[src/rtl/mem_access_ctrl_pkg.sv]
// mem_access_ctrl_pkg: request opcodes, exception codes, FSM states and opcode decode helpers
package mem_access_ctrl_pkg;

    localparam int DM_ADDR_W = 15;

    localparam logic [4:0] EXC_ADEL = 5'd4;
    localparam logic [4:0] EXC_ADES = 5'd5;

    typedef enum logic [2:0] {
        OP_LW  = 3'd0,
        OP_LH  = 3'd1,
        OP_LHU = 3'd2,
        OP_LB  = 3'd3,
        OP_LBU = 3'd4,
        OP_SW  = 3'd5,
        OP_SH  = 3'd6,
        OP_SB  = 3'd7
    } op_e;

    typedef enum logic {
        IDLE    = 1'b0,
        RD_WAIT = 1'b1
    } state_e;

    function automatic logic is_store(op_e op);
        return op == OP_SW || op == OP_SH || op == OP_SB;
    endfunction

    function automatic logic is_word(op_e op);
        return op == OP_LW || op == OP_SW;
    endfunction

    function automatic logic is_half(op_e op);
        return op == OP_LH || op == OP_LHU || op == OP_SH;
    endfunction

endpackage

[src/rtl/mem_access_ctrl_load_ext.sv]
// mem_access_ctrl_load_ext: selects the loaded lane from the read word and sign/zero-extends it
module mem_access_ctrl_load_ext
    import mem_access_ctrl_pkg::*;
(
    input  op_e         op_i,
    input  logic [1:0]  off_i,
    input  logic [31:0] word_i,
    output logic [31:0] data_o
);

    logic [7:0]  b;
    logic [15:0] h;

    assign b = word_i[8*off_i +: 8];
    assign h = off_i[1] ? word_i[31:16] : word_i[15:0];

    // Extension by opcode; anything that is not a sub-word load passes the word through
    always_comb begin
        data_o = op_i == OP_LB  ? {{24{b[7]}}, b}  :
                 op_i == OP_LBU ? {24'b0, b}       :
                 op_i == OP_LH  ? {{16{h[15]}}, h} :
                 op_i == OP_LHU ? {16'b0, h}       :
                                  word_i;
    end

endmodule

[src/rtl/mem_access_ctrl.sv]
// mem_access_ctrl: MEM-stage load/store controller in front of a 1-cycle-latency data memory.
// Define DM_BOUND_CHECK_EN to turn accesses above the decoded memory range into address errors.
module mem_access_ctrl
    import mem_access_ctrl_pkg::*;
(
    input  logic        clk,
    input  logic        clr,
    input  logic        flush,
    input  logic        req_valid,
    output logic        req_ready,
    input  logic [2:0]  req_op,
    input  logic [31:0] req_addr,
    input  logic [31:0] req_wdata,
    output logic [31:0] dm_addr,
    output logic [3:0]  dm_be,
    output logic        dm_we,
    output logic [31:0] dm_wd,
    input  logic [31:0] dm_dr,
    output logic        resp_valid,
    output logic [31:0] resp_rdata,
    output logic        resp_exc,
    output logic [4:0]  resp_exccode
);

    state_e      state_q;
    op_e         op_q;
    logic [1:0]  off_q;
    logic        resp_valid_q;
    logic [31:0] resp_rdata_q;
    logic        resp_exc_q;
    logic [4:0]  resp_exccode_q;

    op_e         op;
    logic [1:0]  off;
    logic        acc;
    logic        st;
    logic        misal;
    logic        oob;
    logic        bad;
    logic        go;
    logic [3:0]  be;
    logic [31:0] ext;

    assign op  = op_e'(req_op);
    assign off = req_addr[1:0];
    assign st  = is_store(op);

    assign req_ready = state_q == IDLE && !flush;
    assign acc       = req_valid && req_ready;

    assign misal = is_word(op) ? off != 2'd0 : is_half(op) ? off[0] : 1'b0;

`ifdef DM_BOUND_CHECK_EN
    assign oob = |req_addr[31:DM_ADDR_W];
`else
    assign oob = 1'b0;
`endif

    assign bad = misal || oob;
    assign go  = acc && !bad;

    assign be = is_word(op) ? 4'b1111 :
                is_half(op) ? (off[1] ? 4'b1100 : 4'b0011) :
                              4'b0001 << off;

    // Memory side is driven only for an accepted, well-formed access; idle otherwise
    always_comb begin
        dm_we   = go && st;
        dm_be   = go ? be : 4'b0;
        dm_addr = go ? req_addr : 32'b0;
        dm_wd   = go && st ? req_wdata : 32'b0;
    end

    mem_access_ctrl_load_ext u_load_ext (
        .op_i   (op_q),
        .off_i  (off_q),
        .word_i (dm_dr),
        .data_o (ext)
    );

    // Request FSM with registered response; a response field holds until the next response
    always_ff @(posedge clk) begin
        if (clr) begin
            state_q        <= IDLE;
            op_q           <= OP_LW;
            off_q          <= 2'd0;
            resp_valid_q   <= 1'b0;
            resp_rdata_q   <= 32'b0;
            resp_exc_q     <= 1'b0;
            resp_exccode_q <= 5'd0;
        end else begin
            resp_valid_q <= 1'b0;
            if (state_q == IDLE) begin
                if (acc && bad) begin
                    resp_valid_q   <= 1'b1;
                    resp_rdata_q   <= 32'b0;
                    resp_exc_q     <= 1'b1;
                    resp_exccode_q <= st ? EXC_ADES : EXC_ADEL;
                end else if (acc && st) begin
                    resp_valid_q   <= 1'b1;
                    resp_rdata_q   <= 32'b0;
                    resp_exc_q     <= 1'b0;
                    resp_exccode_q <= 5'd0;
                end else if (acc) begin
                    op_q    <= op;
                    off_q   <= off;
                    state_q <= RD_WAIT;
                end
            end else begin
                state_q <= IDLE;
                if (!flush) begin
                    resp_valid_q   <= 1'b1;
                    resp_rdata_q   <= ext;
                    resp_exc_q     <= 1'b0;
                    resp_exccode_q <= 5'd0;
                end
            end
        end
    end

    assign resp_valid   = resp_valid_q;
    assign resp_rdata   = resp_rdata_q;
    assign resp_exc     = resp_exc_q;
    assign resp_exccode = resp_exccode_q;

endmodule

[config.mk]
export PLATFORM = sky130hd
export DESIGN_NAME = mem_access_ctrl
export DESIGN_NICKNAME = d
export VERILOG_FILES = /design/src/rtl/mem_access_ctrl_pkg.sv /design/src/rtl/mem_access_ctrl_load_ext.sv /design/src/rtl/mem_access_ctrl.sv
export SDC_FILE = /design/constraint.sdc
export NUM_CORES = 1
export LEC_CHECK = 0
export CAP_MARGIN = 20
export CORE_AREA = 10 10 105 107
export CTS_CLUSTER_DIAMETER = 50
export DETAILED_ROUTE_END_ITERATION = 16
export DIE_AREA = 0 0 115 117
export PLACE_DENSITY = 0.8
export SLEW_MARGIN = 30
export SYNTH_ARGS = -nofsm -noshare
export SYNTH_HDL_FRONTEND = slang
export SYNTH_SLANG_ARGS = --single-unit
[constraint.sdc]
create_clock -name clk -period 2.9 [get_ports clk]
set_clock_uncertainty 0.15 [all_clocks]
set_input_delay 0.435 -clock clk [delete_from_list [all_inputs] [get_ports clk]]
set_output_delay 0.435 -clock clk [all_outputs]
set_load 0.05 [all_outputs]
==> results of run 1 <==
-- state kept, by name (all words and copies together) (netlist names) --
signal and flops:
resp_valid 1, state_q 1, resp_exccode 2, resp_rdata 32
off_q 2, op_q 3
-- per-stage QoR --
step | hold WS (ns) | worst slack (ns) | power [mW] | cells | TNS, ns
after floorplan | 0.381 | -0.0142 | 0.888 | 384 | -0.0283
after global placement | 0.293 | -0.205 | 1.15 | 684 | -6.22
after detailed placement | 0.296 | -0.0619 | 1.15 | 684 | -1.07
after CTS | 0.323 | 0.00158 | 1.61 | 692 | 0
after global routing | 0.331 | 0.0139 | 1.67 | 693 | 0
final | 0.315 | 0.126 | 1.60 | 693 | 0
-- worst max-delay path, stage by stage --
cell and delay, ns:
clkdlybuf4s50_1 0.52, buf_4 0.17, o21a_1 0.23, nor3b_4 0.26
buf_12 0.19, and2_1 0.17, buf_4 0.20
-- final cells by class --
cell class,instances,area share
multi-input cells,293,0.395
repair buffers,236,0.406
clock buffers,5,0.0127
well taps,111,0.0255
flip-flops and latches,41,0.151
inverters,5,0.00345
clock inverters,2,0.00644
-- how the worst max path moves through the flow --
stage,slack (ns),cells past startpoint,end,startpoint
after floorplan,-0.01,4,dm_be[1],flush
after global placement,-0.20,6,dm_addr[21],req_op[1]
after detailed placement,-0.06,8,dm_wd[6],req_op[1]
after CTS,0.002,8,dm_wd[6],req_op[1]
after global routing,0.01,7,dm_wd[6],req_op[2]
final,0.13,7,dm_wd[6],req_op[2]
-- where the power goes --
group	total (mW)	internal, mW	switching (mW)
Sequential	0.578	0.570	0.00858
Combinational	0.568	0.272	0.296
Clock	0.458	0.251	0.207
-- repair_timing --
action	in CTS	in global routing
pin swaps	1	1
resized for setup	0	3
endpoints found under the hold margin	0	0
setup buffers	1	1
endpoints found under the setup margin	32	64
-- kinds of logic (layout without fill, tap and decap cells) --
family / after synthesis / after routing / synth area share
compound gates: 108 / 108 / 0.247
xor+xnor: 5 / 5 / 0.0136
fa+ha+maj: 1 / 1 / 0.00312
buf+inv: 50 / 248 / 0.0838
flops: 41 / 41 / 0.256
mux: 25 / 25 / 0.123
other cells: 1 / 3 / 0.00117
simple gates: 151 / 151 / 0.272
-- placed cells by master (no fill, tap or decap), drive strengths merged, types with 13 or more instances in the layout --
cell and instances:
a21oi 25, and2 67, buf 98, clkdlybuf4s50 137
dfxtp 41, mux2 15, nand2 14, nor2 13
nor2b 16, o2111ai 13, o21ai 23, o2bb2ai 16
-- metal layers --
| metal | share of wire | vias up | track usage |
|---|---|---|---|
| met5 | 0 | - | 0 |
| met4 | 0.022 | 0 | 0.0569 |
| met3 | 0.11 | 24 | 0.0754 |
| met2 | 0.50 | 179 | 0.313 |
| met1 | 0.36 | 1670 | 0.199 |
| li1 | - | 1786 | - |
==> run_summary.xml, run 1 <==
<?xml version="1.0" encoding="UTF-8"?>
<metrics>
  <group name="status">
    <metric name="run_status" unit="">completed</metric>
  </group>
  <group name="sta">
    <metric name="setup-violations-final" unit="">0</metric>
    <metric name="max_slew_violation_count" unit="">0</metric>
    <metric name="finalCriticalPeriod" unit="ns">2.77</metric>
    <metric name="hold_violations" unit="">0</metric>
    <metric name="slew_worst_pin" unit="ns">0.680</metric>
    <metric name="fin_crit_sh" unit="">0.956</metric>
    <metric name="maxClockFrequency" unit="MHz">361</metric>
    <metric name="timing.slew.headroom" unit="">0.535</metric>
    <metric name="grt_setup_unrepaired" unit="">no</metric>
  </group>
  <group name="critical_path">
    <metric name="worst-r2r-cell-count" unit="">4</metric>
    <metric name="worst_setup_path_start_kind" unit="">input port</metric>
    <metric name="timing.rr.end" unit="">resp_rdata[29]$_SDFFE_PP0P_</metric>
    <metric name="worstPathArrival" unit="ns">2.19</metric>
    <metric name="worst_r2r_startpoint" unit="">op_q[2]$_SDFFE_PP0P_</metric>
    <metric name="critical_path.endpoint_type" unit="">output port</metric>
    <metric name="timing_worst_setup_path_type" unit="">in -&gt; out</metric>
    <metric name="crit_path_max_fanout" unit="">33</metric>
    <metric name="required" unit="ns">2.32</metric>
    <metric name="reg2reg_slack" unit="ns">0.64</metric>
  </group>
  <group name="yosys">
    <metric name="postSynth.topFlopCell" unit="">dfxtp_1</metric>
    <metric name="netlist.top_cell.by_area" unit="">dfxtp_1</metric>
    <metric name="synthMostInstantiatedCell" unit="">and2_1</metric>
    <metric name="synth.ff_latch_count" unit="">41</metric>
    <metric name="mapped_area" unit="um2">3210</metric>
    <metric name="netlist.area_leader.share" unit="">0.256</metric>
    <metric name="synth_cell_type_count" unit="">49</metric>
    <metric name="syn_inst" unit="">382</metric>
    <metric name="ys_async_sr_fraction" unit="">0</metric>
    <metric name="yosysWarnings" unit="">0</metric>
    <metric name="synthTopCellsByArea" unit="">dfxtp_1 (26%), and2_1 (13%), mux4_1 (5.7%), mux2_2 (5.3%), o2bb2ai_1 (4.4%)</metric>
    <metric name="synthesis.area_per_instance" unit="um2">8.40</metric>
    <metric name="synth_sequential_area_ratio" unit="">0.256</metric>
    <metric name="netlist_top_cells_count" unit="">and2_1 (67), dfxtp_1 (41), a21oi_1 (25)</metric>
    <metric name="edff_count_synth" unit="">0</metric>
  </group>
  <group name="clock_tree">
    <metric name="clk_pin_slew" unit="ns">0.09</metric>
    <metric name="tritoncts_num_sinks" unit="">41</metric>
    <metric name="cts-root-buf" unit="">clkbuf_8</metric>
    <metric name="cts_buffers" unit="">5</metric>
    <metric name="post_cts_hold_buffer_count" unit="">0</metric>
    <metric name="clock_tree.htree_level_count" unit="">2</metric>
    <metric name="tritoncts" unit="">done</metric>
    <metric name="clk_path_buf_depth" unit="">2</metric>
    <metric name="clk_latency" unit="ns">0.30</metric>
  </group>
  <group name="worst_hold_path">
    <metric name="min_delay_path_depth" unit="">1</metric>
    <metric name="worst_case_hold_path_end_point" unit="">resp_rdata[4]$_SDFFE_PP0P_</metric>
    <metric name="holdCritPathClass" unit="">reg -&gt; reg</metric>
    <metric name="worstHoldStart" unit="">resp_rdata[4]$_SDFFE_PP0P_</metric>
  </group>
  <group name="route">
    <metric name="wire_per_inst" unit="um">19.2</metric>
    <metric name="post_drt_via_cell_ratio" unit="">5.28</metric>
    <metric name="detail_route.drc_violations" unit="">0</metric>
    <metric name="dr_total_vias" unit="">3659</metric>
    <metric name="drt_pre_antenna_iters" unit="">7</metric>
    <metric name="detail_route.iter0.violations" unit="">168</metric>
    <metric name="wl" unit="um">13300</metric>
    <metric name="detail-route-antenna-nets" unit="">0</metric>
  </group>
  <group name="final_layout">
    <metric name="finish.net_count" unit="">685</metric>
    <metric name="antenna_cells_inserted" unit="">0</metric>
    <metric name="flow.area_growth_from_synthesis" unit="%">69.4</metric>
    <metric name="multiInputGateArea" unit="um2">2150</metric>
    <metric name="finish.utilization" unit="">0.603</metric>
    <metric name="final_area" unit="um2">5440</metric>
    <metric name="post_route_cells_drive_above_1_share" unit="">0.220</metric>
    <metric name="n_fill_cell" unit="">770</metric>
    <metric name="seqCellArea" unit="um2">821</metric>
  </group>
  <group name="floorplanning">
    <metric name="initial_utilization" unit="">0.356</metric>
    <metric name="placeableCoreArea" unit="um2">9020</metric>
    <metric name="floorplan.die_area" unit="um2">13500</metric>
    <metric name="die-height" unit="um">117</metric>
    <metric name="fp-row-count" unit="">35</metric>
    <metric name="die_boundary_width" unit="um">115</metric>
    <metric name="pin_count" unit="">212</metric>
  </group>
  <group name="global_route">
    <metric name="via_count_of_the_first_global_routing_pass" unit="">3783</metric>
    <metric name="maximum_number_of_pins_on_one_net_before_global_route_repair" unit="">34</metric>
    <metric name="grt_remaining_overflow" unit="">0</metric>
    <metric name="grt_usage" unit="">0.182</metric>
    <metric name="grt_first_pass_wirelength" unit="um">19700</metric>
    <metric name="grt_antenna_before_repair" unit="">0</metric>
  </group>
  <group name="place">
    <metric name="port_buffers" unit="">208</metric>
    <metric name="globalplace.congestion" unit="">0.890</metric>
    <metric name="dp.final_hpwl" unit="um">11100</metric>
    <metric name="placed_cell_area" unit="um2">5310</metric>
  </group>
  <group name="power_and_ir_drop">
    <metric name="cellLeakagePower" unit="nW">2.21</metric>
    <metric name="peakVddDrop" unit="V">0.000179</metric>
    <metric name="p_per_area" unit="nW/um2">295</metric>
  </group>
  <group name="run">
    <metric name="cap_viol_max_count" unit="">0</metric>
  </group>
</metrics>
(Power assumes the default switching activity.)
==> run 2: changes to the inputs <==
--- a/constraint.sdc
+++ b/constraint.sdc
@@ -4,2 +4,2 @@
 set_output_delay 0.435 -clock clk [all_outputs]
-set_load 0.05 [all_outputs]
+set_load 0.01 [all_outputs]
==> run_summary.xml, run 2 (synthesis results as in run 1) <==
<?xml version="1.0" encoding="UTF-8"?>
<metrics>
  <group name="critical_path">
    <metric name="worstPathArrival" unit="ns">2.23</metric>
    <metric name="crit_path_max_fanout" unit="">31</metric>
    <metric name="worst_setup_path_start_kind" unit="">input port</metric>
    <metric name="required" unit="ns">2.32</metric>
    <metric name="critical_path.endpoint_type" unit="">output port</metric>
    <metric name="timing_worst_setup_path_type" unit="">in -&gt; out</metric>
  </group>
  <group name="run">
    <metric name="cap_viol_max_count" unit="">0</metric>
  </group>
  <group name="place">
    <metric name="globalplace.congestion" unit="">0.898</metric>
    <metric name="detailedPlace.worstSlack" unit="ns">-0.231</metric>
    <metric name="port_buffers" unit="">208</metric>
    <metric name="dp.final_hpwl" unit="um">11200</metric>
  </group>
  <group name="route">
    <metric name="dr_total_vias" unit="">3687</metric>
    <metric name="wire_per_inst" unit="um">19.2</metric>
    <metric name="post_drt_via_cell_ratio" unit="">5.29</metric>
    <metric name="detail_route.iter0.violations" unit="">249</metric>
    <metric name="detail_route.drc_violations" unit="">0</metric>
    <metric name="detail-route-antenna-nets" unit="">0</metric>
    <metric name="drt_pre_antenna_iters" unit="">4</metric>
    <metric name="wl" unit="um">13400</metric>
  </group>
  <group name="clock_tree">
    <metric name="post_cts_hold_buffer_count" unit="">0</metric>
    <metric name="clock_tree.htree_level_count" unit="">2</metric>
    <metric name="tritoncts" unit="">done</metric>
    <metric name="cts_buffers" unit="">5</metric>
    <metric name="clk_latency" unit="ns">0.29</metric>
    <metric name="tritoncts_num_sinks" unit="">41</metric>
    <metric name="clk_pin_slew" unit="ns">0.08</metric>
    <metric name="clk_path_buf_depth" unit="">2</metric>
    <metric name="cts-root-buf" unit="">clkbuf_8</metric>
  </group>
  <group name="floorplanning">
    <metric name="pin_count" unit="">212</metric>
    <metric name="initial_utilization" unit="">0.356</metric>
    <metric name="floorplan.die_area" unit="um2">13500</metric>
    <metric name="die-height" unit="um">117</metric>
    <metric name="die_boundary_width" unit="um">115</metric>
    <metric name="placeableCoreArea" unit="um2">9020</metric>
    <metric name="fp-row-count" unit="">35</metric>
  </group>
  <group name="global_route">
    <metric name="grt_usage" unit="">0.188</metric>
    <metric name="maximum_number_of_pins_on_one_net_before_global_route_repair" unit="">32</metric>
    <metric name="grt_remaining_overflow" unit="">0</metric>
    <metric name="via_count_of_the_first_global_routing_pass" unit="">3875</metric>
    <metric name="grt_first_pass_wirelength" unit="um">20500</metric>
    <metric name="grt_antenna_before_repair" unit="">0</metric>
  </group>
  <group name="sta">
    <metric name="maxClockFrequency" unit="MHz">355</metric>
    <metric name="fin_crit_sh" unit="">0.970</metric>
    <metric name="slew_worst_pin" unit="ns">0.656</metric>
    <metric name="grt_setup_unrepaired" unit="">no</metric>
    <metric name="timing.slew.headroom" unit="">0.561</metric>
    <metric name="setup-violations-final" unit="">0</metric>
    <metric name="worst_slack" unit="ns">0.0858</metric>
    <metric name="hold_violations" unit="">0</metric>
    <metric name="finalCriticalPeriod" unit="ns">2.81</metric>
    <metric name="max_slew_violation_count" unit="">0</metric>
  </group>
  <group name="final_layout">
    <metric name="finish.utilization" unit="">0.603</metric>
    <metric name="post_route_cells_drive_above_1_share" unit="">0.157</metric>
    <metric name="seqCellArea" unit="um2">821</metric>
    <metric name="multiInputGateArea" unit="um2">2140</metric>
    <metric name="finish.net_count" unit="">689</metric>
    <metric name="largest_register_ffs" unit="">32</metric>
    <metric name="n_fill_cell" unit="">799</metric>
    <metric name="layout.cells.most_common" unit="">clkdlybuf4s50_1</metric>
    <metric name="antenna_cells_inserted" unit="">0</metric>
    <metric name="flow.area_growth_from_synthesis" unit="%">69.5</metric>
    <metric name="layout.cells.most_common_list" unit="">clkdlybuf4s50_1 (138), and2_1 (67), dfxtp_1 (41), clkbuf_2 (32), buf_4 (27)</metric>
  </group>
  <group name="status">
    <metric name="run_status" unit="">completed</metric>
  </group>
  <group name="power_and_ir_drop">
    <metric name="peakVddDrop" unit="V">0.000280</metric>
    <metric name="cellLeakagePower" unit="nW">2.29</metric>
    <metric name="p_per_area" unit="nW/um2">272</metric>
  </group>
  <group name="worst_hold_path">
    <metric name="holdCritPathClass" unit="">reg -&gt; reg</metric>
  </group>
</metrics>
-- run 2: changes by cell type in the layout (fill, tap and decap cells not counted), moves of 2 or more --
cell | previous run | this run
buf_12 | 7 | 4
buf_4 | 91 | 27
clkbuf_2 | 0 | 32
clkdlybuf4s15_1 | 0 | 13
dlygate4sd2_1 | 0 | 21
dlymetal6s2s_1 | 1 | 4
nor2_1 | 11 | 13
-- run 2: layer usage --
layer / GRT usage / up-vias / share of wire
li1: - / 1793 / -
met1: 0.202 / 1680 / 0.36
met2: 0.335 / 191 / 0.51
met3: 0.0770 / 23 / 0.11
met4: 0.0470 / 0 / 0.019
met5: 0 / - / 0
-- run 2: per-stage QoR --
| stage | setup TNS, ns | instance area, um2 | total power [mW] | hold WS, ns | instances |
|---|---|---|---|---|---|
| after floorplan | 0 | 3220 | 0.780 | 0.340 | 384 |
| after global placement | -11.41 | 5450 | 1.05 | 0.293 | 686 |
| after detailed placement | -11.98 | 5450 | 1.06 | 0.297 | 686 |
| after CTS | 0 | 5570 | 1.50 | 0.321 | 696 |
| after global routing | 0 | 5440 | 1.55 | 0.334 | 697 |
| final | 0 | 5440 | 1.48 | 0.316 | 697 |
-- run 2: power by group --
group	total [mW]	leakage, nW	switching [mW]	internal, mW
combinational	0.456	1.90	0.189	0.267
sequential	0.578	0.331	0.00804	0.570
clock	0.447	0.0540	0.197	0.250
total	1.48	2.29	0.394	1.09
-- run 2: final timing paths --
kind	start	to	slack, ns	cells past startpoint
max	req_addr[1]	dm_addr[1]	0.09	9
min	resp_rdata[6]$_SDFFE_PP0P_	resp_rdata[6]$_SDFFE_PP0P_	0.32	1
max reg2reg	op_q[1]$_SDFFE_PP0P_	resp_rdata[3]$_SDFFE_PP0P_	0.73	4
min reg2reg	resp_rdata[6]$_SDFFE_PP0P_	resp_rdata[6]$_SDFFE_PP0P_	0.32	1
-- run 2: repair_timing --
action / CTS / global route
pin swaps: 2 / 0
cloned: 1 / 0
gates resized for setup: 100 / 49
setup buffers: 2 / 1
hold endpoints to repair: 0 / 0
setup endpoints to repair: 66 / 36
-- run 2: final cells by class --
cell class,instances,area share
flip-flops and latches,41,0.151
clock inverters,2,0.00644
repair buffers,240,0.408
multi-input cells,293,0.393
inverters,5,0.00345
well taps,111,0.0255
clock buffers,5,0.0126
-- run 2: worst max-delay path: stages --
cell	delay (ns)
clkdlybuf4s50_1	0.50
nand2b_1	0.06
a222oi_1	0.30
buf_4	0.17
buf_4	0.10
nor2_1	0.06
buf_12	0.16
and2_1	0.15
dlygate4sd2_1	0.28
